--- src/rtl/sync_fifo_lvl.sv ---
// sync_fifo_lvl: single-clock FIFO with fill level, almost-full/almost-empty thresholds and sticky errors.
// Define FIFO_FWFT_EN for first-word fall-through reads; otherwise rdata is a registered read.
module sync_fifo_lvl #(
  parameter int WIDTH    = 8,
  parameter int DEPTH    = 16,
  parameter int AF_LEVEL = DEPTH - 2,
  parameter int AE_LEVEL = 2,
  localparam int AW      = $clog2(DEPTH)
) (
  input  logic             clk,
  input  logic             rst,
  input  logic             winc,
  input  logic [WIDTH-1:0] wdata,
  input  logic             rinc,
  output logic [WIDTH-1:0] rdata,
  output logic             wfull,
  output logic             rempty,
  output logic             walmost_full,
  output logic             ralmost_empty,
  output logic [AW:0]      level,
  output logic             overflow,
  output logic             underflow
);

  localparam logic [AW:0] L_ONE   = (AW + 1)'(1);
  localparam logic [AW:0] L_DEPTH = (AW + 1)'(DEPTH);
  localparam logic [AW:0] L_AF    = (AW + 1)'(AF_LEVEL);
  localparam logic [AW:0] L_AE    = (AW + 1)'(AE_LEVEL);

  logic [WIDTH-1:0] r_mem [DEPTH];
  logic [AW:0]      r_wptr;
  logic [AW:0]      r_rptr;
  logic [AW:0]      r_level;
  logic             r_overflow;
  logic             r_underflow;

  logic             w_full;
  logic             w_empty;
  logic             w_wr_acc;
  logic             w_rd_acc;

  assign w_full   = (r_level == L_DEPTH);
  assign w_empty  = (r_level == '0);
  assign w_wr_acc = winc && !w_full;
  assign w_rd_acc = rinc && !w_empty;

  // Storage is not reset; reset still blocks a write at the same edge.
  always_ff @(posedge clk) begin
    if (!rst && w_wr_acc) begin
      r_mem[r_wptr[AW-1:0]] <= wdata;
    end
  end

  always_ff @(posedge clk) begin
    if (rst) begin
      r_wptr      <= '0;
      r_rptr      <= '0;
      r_level     <= '0;
      r_overflow  <= 1'b0;
      r_underflow <= 1'b0;
    end else begin
      if (w_wr_acc) begin
        r_wptr <= r_wptr + L_ONE;
      end
      if (w_rd_acc) begin
        r_rptr <= r_rptr + L_ONE;
      end
      case ({w_wr_acc, w_rd_acc})
        2'b10:   r_level <= r_level + L_ONE;
        2'b01:   r_level <= r_level - L_ONE;
        default: r_level <= r_level;
      endcase
      if (winc && w_full) begin
        r_overflow <= 1'b1;
      end
      if (rinc && w_empty) begin
        r_underflow <= 1'b1;
      end
    end
  end

`ifdef FIFO_FWFT_EN
  assign rdata = r_mem[r_rptr[AW-1:0]];
`else
  logic [WIDTH-1:0] r_rdata;

  always_ff @(posedge clk) begin
    if (rst) begin
      r_rdata <= '0;
    end else if (w_rd_acc) begin
      r_rdata <= r_mem[r_rptr[AW-1:0]];
    end
  end

  assign rdata = r_rdata;
`endif

  assign wfull         = w_full;
  assign rempty        = w_empty;
  assign walmost_full  = (r_level >= L_AF);
  assign ralmost_empty = (r_level <= L_AE);
  assign level         = r_level;
  assign overflow      = r_overflow;
  assign underflow     = r_underflow;

endmodule

--- config.mk ---
export PLATFORM = sky130hd
export DESIGN_NAME = sync_fifo_lvl
export DESIGN_NICKNAME = d
export VERILOG_FILES = /design/src/rtl/sync_fifo_lvl.sv
export SDC_FILE = /design/constraint.sdc
export NUM_CORES = 1
export LEC_CHECK = 0
export BUFFER_PORTS_ARGS = -buffer_cell sky130_fd_sc_hd__buf_2
export CAP_MARGIN = 20
export CORE_MARGIN = 2
export CORE_UTILIZATION = 35
export CTS_CLUSTER_DIAMETER = 30
export DETAILED_ROUTE_END_ITERATION = 6
export PLACE_DENSITY = 0.51
export SLEW_MARGIN = 10
export SYNTH_ARGS = -nofsm -noshare
export SYNTH_HDL_FRONTEND = slang
export SYNTH_SLANG_ARGS = --single-unit
--- constraint.sdc ---
create_clock -name clk -period 2.8 [get_ports clk]
set_input_delay 0.14 -clock clk [delete_from_list [all_inputs] [get_ports clk]]
set_output_delay 0.14 -clock clk [all_outputs]
set_load 0.01 [all_outputs]
==> reports/qor.csv, run 1 <==
stage,metric,value,unit
finish,post-route design area,7180,um^2
route,final WL,13300,um
global_route,grt peak-use layer,met2,
logic_synthesis,synthesized area,6080,um^2
clocking,Root Buffer,clkbuf_16,
critical_path,crit-path leading delay family,compound AO/OA/AOI/OAI gates,
floorplan,initial core utilization,35.5,%
finish,Area growth syn-to-layout,18.1,%
logic_synthesis,top cell type's share of synthesized area,63.2,%
route,vias,3256,
place,routability cong.,0.733,
floorplan,die footprint,18400,um^2
clocking,CTS sink cnt,151,
timing,fmax,394,MHz
timing,Setup-failing EPs final,0,
route,1st-pass router iterations,5,
logic_synthesis,Syn Area/Cell,16.6,um^2
logic_synthesis,Post-synth top flop,edfxtp_1,
logic_synthesis,Synth top cells by count,"edfxtp_1 (128), nor2_1 (50), mux2i_1 (35)",
logic_synthesis,"Seq/Total Area, Yosys",70.8,%
logic_synthesis,yosys warns,0,
critical_path,critical path launch point,level[3],
place,placed insts,620,
timing,Hold Slack,112,ps
timing,worst-margin pin slew,969,ps
power,P_leak,0.00237,uW
critical_path,Max stage delay on crit path,420,ps
clocking,CTS resizes,0,
clocking,Num CTS Buffers,17,
min_path,hold path startpoint,wdata[5],
clocking,Post-CTS Setup Inserts,0,
timing,Setup Skew,5.28,ps
timing,worst rel slew slack,35.2,%
finish,Nets,439,
floorplan,placement row count,48,
critical_path,crit-path max FO,6,
route,post-route antenna net violation count,0,
power,Pwr Density,874,nW/um^2
logic_synthesis,synth top area cells,"edfxtp_1 (63%), dfxtp_1 (7.6%), mux4_2 (5.9%)",
finish,Final Instance Count excl. Fillers,655,
logic_synthesis,Yosys cell types,37,
power,Tot Pwr,6280,uW
status,status,completed,
critical_path,CP Cell Sequence,"or3_1, o21a_1, inv_1, ha_4, ha_1, a21o_1, a21oi_2, mux2i_1, mux2_2",
global_route,pin count of the biggest net entering global routing,27,
place,DP Area,6580,um^2
timing,min Tclk post-route,2540,ps
timing,Tcrit/Tclk final,90.7,%
critical_path,CP Launch Type,flip-flop,
place,DP HPWL,8540,um
floorplan,die height,136,um
finish,filler cell count,1550,
timing,unrepaired setup endpoints after global routing,false,
clocking,worst-case clock buffer depth,2,
floorplan,die width,136,um
global_route,Tot GR Track Use,15.4,%
critical_path,worst reg2reg startpoint,level[3],
run,max-cap violation count,0,
floorplan,I/O pin cnt,31,
route,DR DRC count,0,
logic_synthesis,Synth async-reset ratio,0,%
critical_path,Setup CP Type,flip-flop to flip-flop,
global_route,Congestion Overflow GR,0,
timing,sum of negative setup slack,0,ps
clocking,clk slew on worst S/H paths,60,ps
finish,fraction of layout cells with a size suffix above 1,26.3,%
timing,Max Slew Vio Count,0,
critical_path,worst path required time,3120,ps
global_route,GR Layer Usage met3,3.69,%
route,vias per inst,4.97,
global_route,vias in the first global route,3229,
place,port bufs,30,
global_route,antenna violations before repair,0,
logic_synthesis,Yosys reg bits,151,
min_path,Hold Path Class,input pin to flip-flop,
route,DRT iter0 DRCs,225,
route,routed length per instance,20.3,um
logic_synthesis,syn nets,389,
logic_synthesis,most frequent cell after synthesis,edfxtp_1,
critical_path,slowest CP cell,or3_1,
global_route,grt met1 use,19.6,%
logic_synthesis,Synth Instances,367,
global_route,routing usage on met2,24.6,%
clocking,H-tree lvl count,4,
timing,"Hold Vio Cnt, Final",0,
clocking,"Clk Latency, worst-skew pair",430,ps
floorplan,core area,17100,um^2
logic_synthesis,Post-synth EDFFs,128,
clocking,CTS tree,yes,
power,VDD IR max,0.396,mV
logic_synthesis,"area leader, netlist",edfxtp_1,
global_route,first-pass GRT wire length,19700,um
critical_path,Critical Path AT,2860,ps
critical_path,crit end category,flip-flop,
critical_path,CP Buf/Inv Count,1,
finish,Antenna Cells,0,
cells by family (layout without fill, tap and decap cells):
group	count (synthesis)	count (layout)	share of synthesized area (%)
flops	151	151	70.8
xor+xnor	9	9	1.30
fa+ha+maj	10	10	2.18
simple gates	73	73	5.33
buf+inv	23	86	1.98
mux	52	52	11.9
compound gates	49	49	6.56
timing repair:
item	in CTS	in global routing
hold endpoints to repair	3	0
hold buffers	3	0
setup endpoints to repair	0	0
report_power, final:
| group | internal [uW] | switching [uW] | leakage [uW] | total [uW] |
|---|---|---|---|---|
| logic | 582 | 788 | 0.000747 | 1370 |
| registers | 2580 | 106 | 0.00134 | 2680 |
| clock network | 1310 | 915 | 0.000279 | 2230 |
placed cells by master (no fill, tap or decap), types with 3 or more instances in the layout:
cell type        n
mux4_2          16
ha_1             8
dfxtp_2          4
nor2b_1          4
dfxtp_1         19
a311oi_2         8
o211ai_1         3
clkinv_4         5
mux2i_1         35
dlygate4sd3_1    3
or3_1            3
a22oi_1          8
xor2_1           6
inv_1            3
o22ai_1         16
nand3b_1         3
buf_4           17
nand2_1          6
a21oi_1          5
buf_2           30
xnor2_1          3
clkbuf_16       17
nor2_1          50
edfxtp_1       128
path summary, 6_finish.rpt:
path	endpoint	slack, ps	cells past startpoint
setup / recovery	level[4]	260	9
setup reg to reg	level[4]	260	9
hold / removal	r_mem[0][5]	110	1
hold reg to reg	overflow	470	2
stage by stage:
step	utilization, %	setup slack, ps
after detailed placement	38.4	261
after floorplan	-	23.1
after global placement	38.4	287
final	42.0	260
after global routing	42.0	88.8
after CTS	42.0	247
state kept, by name, summed over array words and instances (netlist names):
register	count
r_mem	128
rdata	8
level	5
r_rptr	4
r_wptr	4
overflow	1
underflow	1
cell type report:
type / instances / area [um^2] / share of cell area [%]
inverter: 3 / 11.3 / 0.157
timing repair buffer: 51 / 328 / 4.56
tap: 225 / 282 / 3.92
clock buffer: 17 / 425 / 5.92
multi-input combinational: 193 / 1680 / 23.3
clock inverter: 15 / 154 / 2.14
sequential: 151 / 4310 / 60.0
per-layer routing:
layer,wire length [um],vias to the layer above,share of wire [%]
li1,-,1529,-
met1,5690,1621,43
met2,6550,89,49
met3,774,17,5.8
met4,287,0,2.2
met5,0,-,0
Power figures use the tool's default switching activity.
==> run 2: changes to the inputs <==
--- a/constraint.sdc
+++ b/constraint.sdc
@@ -3,2 +3,2 @@
 set_output_delay 0.14 -clock clk [all_outputs]
-set_load 0.01 [all_outputs]
+set_load 0.02 [all_outputs]
==> run 2 against run 1 <==
  * Critical path depth did not move
  * Global-route usage shrank 0.17 points
  * Via count decreased by 0.55%
  * Sequential power is essentially flat
  * Count of clock-buffer cells in the layout increased by 3
  * Flip-flop and latch count unchanged
  * First-iteration DRC count increased by 16%
  * Clock power decreased by 5%
  * Sequential share of layout area increased by 0.15 points
  * Clock skew is 0.84 ps higher
  * Fmax decreased by 1.4%
  * Critical endpoint unchanged
  * Highest routed layer unchanged
==> reports/qor.csv, run 2 (synthesis results as in run 1) <==
stage,metric,value,unit,change
finish,Final Instance Count excl. Fillers,659,,+0.61%
finish,Area growth syn-to-layout,17.9,%,
route,DR DRC count,0,,unchanged
critical_path,critical path launch point,level[3],,
global_route,Tot GR Track Use,15.2,%,-0.17 points
timing,unrepaired setup endpoints after global routing,false,,
global_route,grt peak-use layer,met2,,
critical_path,Max stage delay on crit path,410,ps,about the same
status,status,completed,,
route,final WL,13000,um,-2.5%
timing,"Hold Vio Cnt, Final",0,,unchanged
floorplan,initial core utilization,35.5,%,unchanged
critical_path,Setup CP Type,flip-flop to flip-flop,,
route,post-route antenna net violation count,0,,unchanged
finish,Antenna Cells,0,,unchanged
floorplan,die width,136,um,unchanged
timing,fmax,388,MHz,-1.4%
floorplan,core area,17100,um^2,unchanged
global_route,GR Layer Usage met3,3.32,%,-0.37 points
finish,most frequent cells in the layout,"edfxtp_1 (128), nor2_1 (50), mux2i_1 (35)",,
critical_path,crit end category,flip-flop,,
floorplan,I/O pin cnt,31,,unchanged
route,1st-pass router iterations,4,,-1
timing,Setup Skew,6.12,ps,+0.843 ps
clocking,CTS resizes,0,,unchanged
global_route,grt met1 use,21.5,%,+1.9 points
timing,worst-margin pin slew,739,ps,-229 ps
global_route,pin count of the biggest net entering global routing,29,,+7.4%
global_route,routing usage on met2,22.6,%,-2.0 points
clocking,CTS tree,yes,,
route,routed length per instance,19.7,um,-3.1%
power,Pwr Density,872,nW/um^2,-0.27%
finish,area of the multi-input gates,1680,um^2,unchanged
timing,Hold Slack,24.7,ps,-87.1 ps
critical_path,worst path required time,3100,ps,-20 ps
clocking,Num CTS Buffers,17,,unchanged
floorplan,die height,136,um,unchanged
timing,Max Slew Vio Count,0,,unchanged
place,placed insts,628,,+1.3%
timing,Tcrit/Tclk final,92.0,%,+1.3 points
route,vias,3238,,-0.55%
floorplan,die footprint,18400,um^2,unchanged
global_route,vias in the first global route,3285,,+1.7%
critical_path,crit-path leading delay family,compound AO/OA/AOI/OAI gates,,
clocking,clk slew on worst S/H paths,60,ps,about the same
timing,min Tclk post-route,2580,ps,+35.4 ps
clocking,worst-case clock buffer depth,2,,unchanged
finish,"commonest non-fill, non-tap cell in the layout",edfxtp_1,,
finish,Nets,444,,+1.1%
clocking,"Clk Latency, worst-skew pair",410,ps,-20 ps
critical_path,CP Buf/Inv Count,1,,unchanged
critical_path,worst reg2reg startpoint,level[3],,
finish,max reg flops,128,,unchanged
min_path,Hold Path Class,input pin to flip-flop,,
timing,sum of negative setup slack,0,ps,unchanged
place,port bufs,30,,unchanged
global_route,antenna violations before repair,0,,unchanged
finish,fraction of layout cells with a size suffix above 1,26.7,%,+0.45 points
power,VDD IR max,0.616,mV,+55%
global_route,Congestion Overflow GR,0,,unchanged
finish,filler cell count,1567,,+1.1%
clocking,cts hold-fix bufs,0,,-3
run,max-cap violation count,0,,unchanged
timing,worst rel slew slack,50.6,%,+15 points
critical_path,CP Cell Sequence,"or3_1, o21a_1, inv_1, ha_4, ha_1, a21o_1, a21oi_2, mux2i_1, mux2_2",,
power,P_leak,0.00239,uW,+0.83%
route,DRT iter0 DRCs,262,,+16%
place,routability cong.,0.744,,+1.4%
clocking,Root Buffer,clkbuf_16,,
clocking,H-tree lvl count,4,,unchanged
min_path,hold path startpoint,winc,,
clocking,Post-CTS Setup Inserts,0,,unchanged
critical_path,crit-path max FO,6,,unchanged
power,Tot Pwr,6250,uW,-0.46%
timing,Setup-failing EPs final,0,,unchanged
place,DP HPWL,8510,um,-0.35%
critical_path,slowest CP cell,or3_1,,
critical_path,CP Launch Type,flip-flop,,
clocking,CTS sink cnt,151,,unchanged
global_route,first-pass GRT wire length,20000,um,+1.2%
critical_path,Critical Path AT,2880,ps,+20 ps
floorplan,placement row count,48,,unchanged
route,vias per inst,4.91,,-1.2%
finish,FF+latch area,4310,um^2,about the same
run 2: changes by cell type in the layout (fill, tap and decap cells not counted), sizes merged:
cell,delta
buf,+8
clkbuf,+3
clkinvlp,-2
dlygate4sd3,-3
inv,-2
run 2: layer usage:
layer  part of all wire (%)  vias to the layer above
met4                    1.8                        0
li1                       -                     1532
met5                      0                        -
met1                     48                     1619
met3                    4.5                       14
met2                     46                       73
run 2: report_power, final:
part           switching [uW]  leakage [uW]  total (uW)  internal, uW
clock network             825      0.000270        2120          1290
registers                99.6       0.00134        2680          2580
logic                     863      0.000775        1450           591
run 2: area by class of cell:
type | instances | area share (%)
Clock buffer | 20 | 6.09
Clock inverter | 11 | 1.52
Inverter | 3 | 0.157
Multi-Input combinational cell | 193 | 23.4
Sequential cell | 151 | 60.1
Tap cell | 225 | 3.93
Timing Repair Buffer | 56 | 4.82
run 2: final timing paths:
kind                                   to  slack [ps]  depth (start not counted)
worst max-delay path             level[4]         220                          9
worst min-delay path             overflow          20                          3
worst max register to register   level[4]         220                          9
worst min register to register  underflow         470                          2
run 2: metrics by stage:
| step | util [%] | instance area (um^2) | setup WS (ps) |
|---|---|---|---|
| 2_1_floorplan | - | 6110 | 1.10 |
| 3_3_place_gp | 38.7 | 6630 | 282 |
| 3_5_place_dp | 38.7 | 6630 | 241 |
| 4_1_cts | 41.9 | 7170 | 227 |
| 5_1_grt | 41.9 | 7170 | 114 |
| 6_report | 41.9 | 7170 | 225 |
run 2: tightest hold or removal path: stages:
cell	delay (ps)
buf_2	120
a21oi_1	70
nor2_1	70
==> run 3: changes to the inputs <==
Settings changed: CORE_ASPECT_RATIO from default to 2.
==> run 3 against run 2 <==
  * Setup slack got worse by 32 ps
  * Highest routed layer unchanged
  * Clock skew up 2.5 ps
  * Largest cell class unchanged
  * Global-route usage decreased by 0.79 points
  * Die area increased by 0.35%
  * Register-to-register slack worse by 30 ps
  * Via count fell by 0.43%
  * Routed wire length down 2.3%
  * Design area grew 0.24%
  * Clock power is 5% higher
  * Combinational power is essentially flat
  * Core utilization is 0.14 points higher
==> reports/qor.csv, run 3 (synthesis results as in run 1) <==
stage,metric,value,unit,change
route,vias per inst,5.00,,+1.7%
route,1st-pass router iterations,4,,unchanged
global_route,first-pass GRT wire length,19400,um,-2.7%
timing,"Hold Vio Cnt, Final",0,,unchanged
floorplan,die height,190,um,+40%
power,Comb power frac,23.1,%,-0.2 points
floorplan,die footprint,18500,um^2,+0.35%
power,Pwr Density,884,nW/um^2,+1.4%
power,Reg power frac,42.0,%,-0.9 points
critical_path,crit end category,flip-flop,,
clocking,H-tree lvl count,4,,unchanged
route,vias,3224,,-0.43%
route,metal2 WL,6500,um,+8.4%
status,status,completed,,
min_path,Hold Path Class,input pin to flip-flop,,
clocking,"Clk Latency, worst-skew pair",410,ps,about the same
place,DP HPWL,8240,um,-3.1%
power,Tot Pwr,6350,uW,+1.6%
route,DR DRC count,0,,unchanged
timing,Max Slew Vio Count,0,,unchanged
route,uppermost layer routed,met4,,
finish,Nets,444,,unchanged
critical_path,CP Launch Type,flip-flop,,
power,VDD IR max,0.434,mV,-29%
critical_path,CP Buf/Inv Count,1,,unchanged
global_route,Congestion Overflow GR,0,,unchanged
place,DP Area,6610,um^2,-0.28%
place,routability cong.,0.741,,-0.28%
clocking,cts hold-fix bufs,0,,unchanged
timing,sum of negative setup slack,0,ps,unchanged
clocking,CTS resizes,0,,unchanged
power,total net switching power,1850,uW,+3.6%
power,Net Sw Frac,29.1,%,+0.54 points
clocking,Root Buffer,clkbuf_16,,
clocking,clk slew on worst S/H paths,60,ps,about the same
finish,"commonest non-fill, non-tap cell in the layout",edfxtp_1,,
route,final WL,12700,um,-2.3%
timing,fmax,384,MHz,-1.2%
clocking,Num CTS Buffers,17,,unchanged
route,post-route antenna net violation count,0,,unchanged
critical_path,slowest CP cell,or3_1,,
finish,Antenna Cells,0,,unchanged
run,max-cap violation count,0,,unchanged
clocking,worst-case clock buffer depth,2,,unchanged
timing,worst-margin pin slew,840,ps,+100 ps
global_route,antenna violations before repair,0,,unchanged
power,Int Pwr,4500,uW,+0.88%
floorplan,core area,17100,um^2,about the same
route,M1 WL,5510,um,-11%
place,port bufs,30,,unchanged
timing,worst rel slew slack,43.8,%,-6.8 points
finish,post-route design area,7190,um^2,+0.24%
critical_path,Setup CP Type,flip-flop to flip-flop,,
timing,Tcrit/Tclk final,93.1,%,+1.1 points
timing,Setup-failing EPs final,0,,unchanged
finish,max reg flops,128,,unchanged
global_route,pin count of the biggest net entering global routing,23,,-21%
finish,Area growth syn-to-layout,18.2,%,
timing,Setup Skew,8.59,ps,+2.48 ps
critical_path,crit-path leading delay family,multiplexers,,
finish,fraction of layout cells with a size suffix above 1,27.6,%,+0.86 points
critical_path,CP Cell Sequence,"or3_1, o21a_1, inv_1, ha_4, ha_1, a21o_1, a21oi_2, mux2i_1, mux2_2",,
global_route,Tot GR Track Use,14.4,%,-0.79 points
power,clock share of power,35.0,%,+1.1 points
global_route,vias in the first global route,3281,,-0.12%
critical_path,crit-path max FO,6,,unchanged
floorplan,placement row count,68,,+42%
floorplan,die width,97.2,um,-28%
clocking,CTS sink cnt,151,,unchanged
floorplan,I/O pin cnt,31,,unchanged
critical_path,Critical Path AT,2910,ps,+30 ps
route,routed length per instance,19.7,um,-0.22%
power,P_leak,0.00239,uW,about the same
route,DR WL met3,519,um,-11%
timing,min Tclk post-route,2610,ps,+31.5 ps
timing,unrepaired setup endpoints after global routing,false,,
floorplan,initial core utilization,35.6,%,about the same
finish,most frequent cells in the layout,"edfxtp_1 (128), nor2_1 (50), mux2i_1 (35)",,
clocking,CTS tree,yes,,
route,DRT iter0 DRCs,215,,-18%
clocking,Post-CTS Setup Inserts,0,,unchanged
critical_path,Max stage delay on crit path,420,ps,about the same
critical_path,worst path required time,3100,ps,about the same
[run 3: area by class of cell]
class	count	area [um^2]
Clock buffer	19	433
Clock inverter	13	149
Fill cell	1563	9910
Inverter	3	11.3
Multi-Input combinational cell	193	1680
Sequential cell	151	4310
Tap cell	210	263
Timing Repair Buffer	56	345
[run 3: power by group through the flow]
stage / Clock [uW] / Combinational, uW / Sequential (uW)
6_report: 2220 / 1460 / 2670
2_1_floorplan: 0 / 963 / 2820
3_3_place_gp: 0 / 1480 / 2710
4_1_cts: 2270 / 1500 / 2670
5_1_grt: 2370 / 1610 / 2680
3_5_place_dp: 0 / 1490 / 2710
[run 3: worst reg2reg max path: cells and delay by family (launching register included)]
family | cells | cell delay (ps)
AOI/OAI and AO/OA | 3 | 560
adders and majority gates | 2 | 460
buffers and inverters | 1 | 110
DFF | 1 | 360
muxes | 2 | 580
and+or+nand+nor | 1 | 420
[run 3: routing by layer]
metal / vias to the layer above / GRT usage [%]
met2: 69 / 24.5
met4: 0 / 4.39
met5: - / 0
li1: 1535 / -
met3: 11 / 3.45
met1: 1609 / 18.3
[run 3: per-stage QoR]
step	cells	hold WS, ps	util (%)	setup slack [ps]
final	645	12.3	42.0	193
after global routing	645	29.2	42.0	82.5
after CTS	645	2.12	42.0	209
after detailed placement	613	436	38.6	229
after global placement	613	433	38.6	259
after floorplan	367	239	-	1.10
[run 3: worst paths after layout]
path / slack, ps / cells after the start / from / end
setup / recovery: 190 / 9 / level[3] / level[4]
hold / removal: 10 / 3 / winc / overflow
setup reg to reg: 190 / 9 / level[3] / level[4]
hold reg to reg: 460 / 2 / overflow / overflow
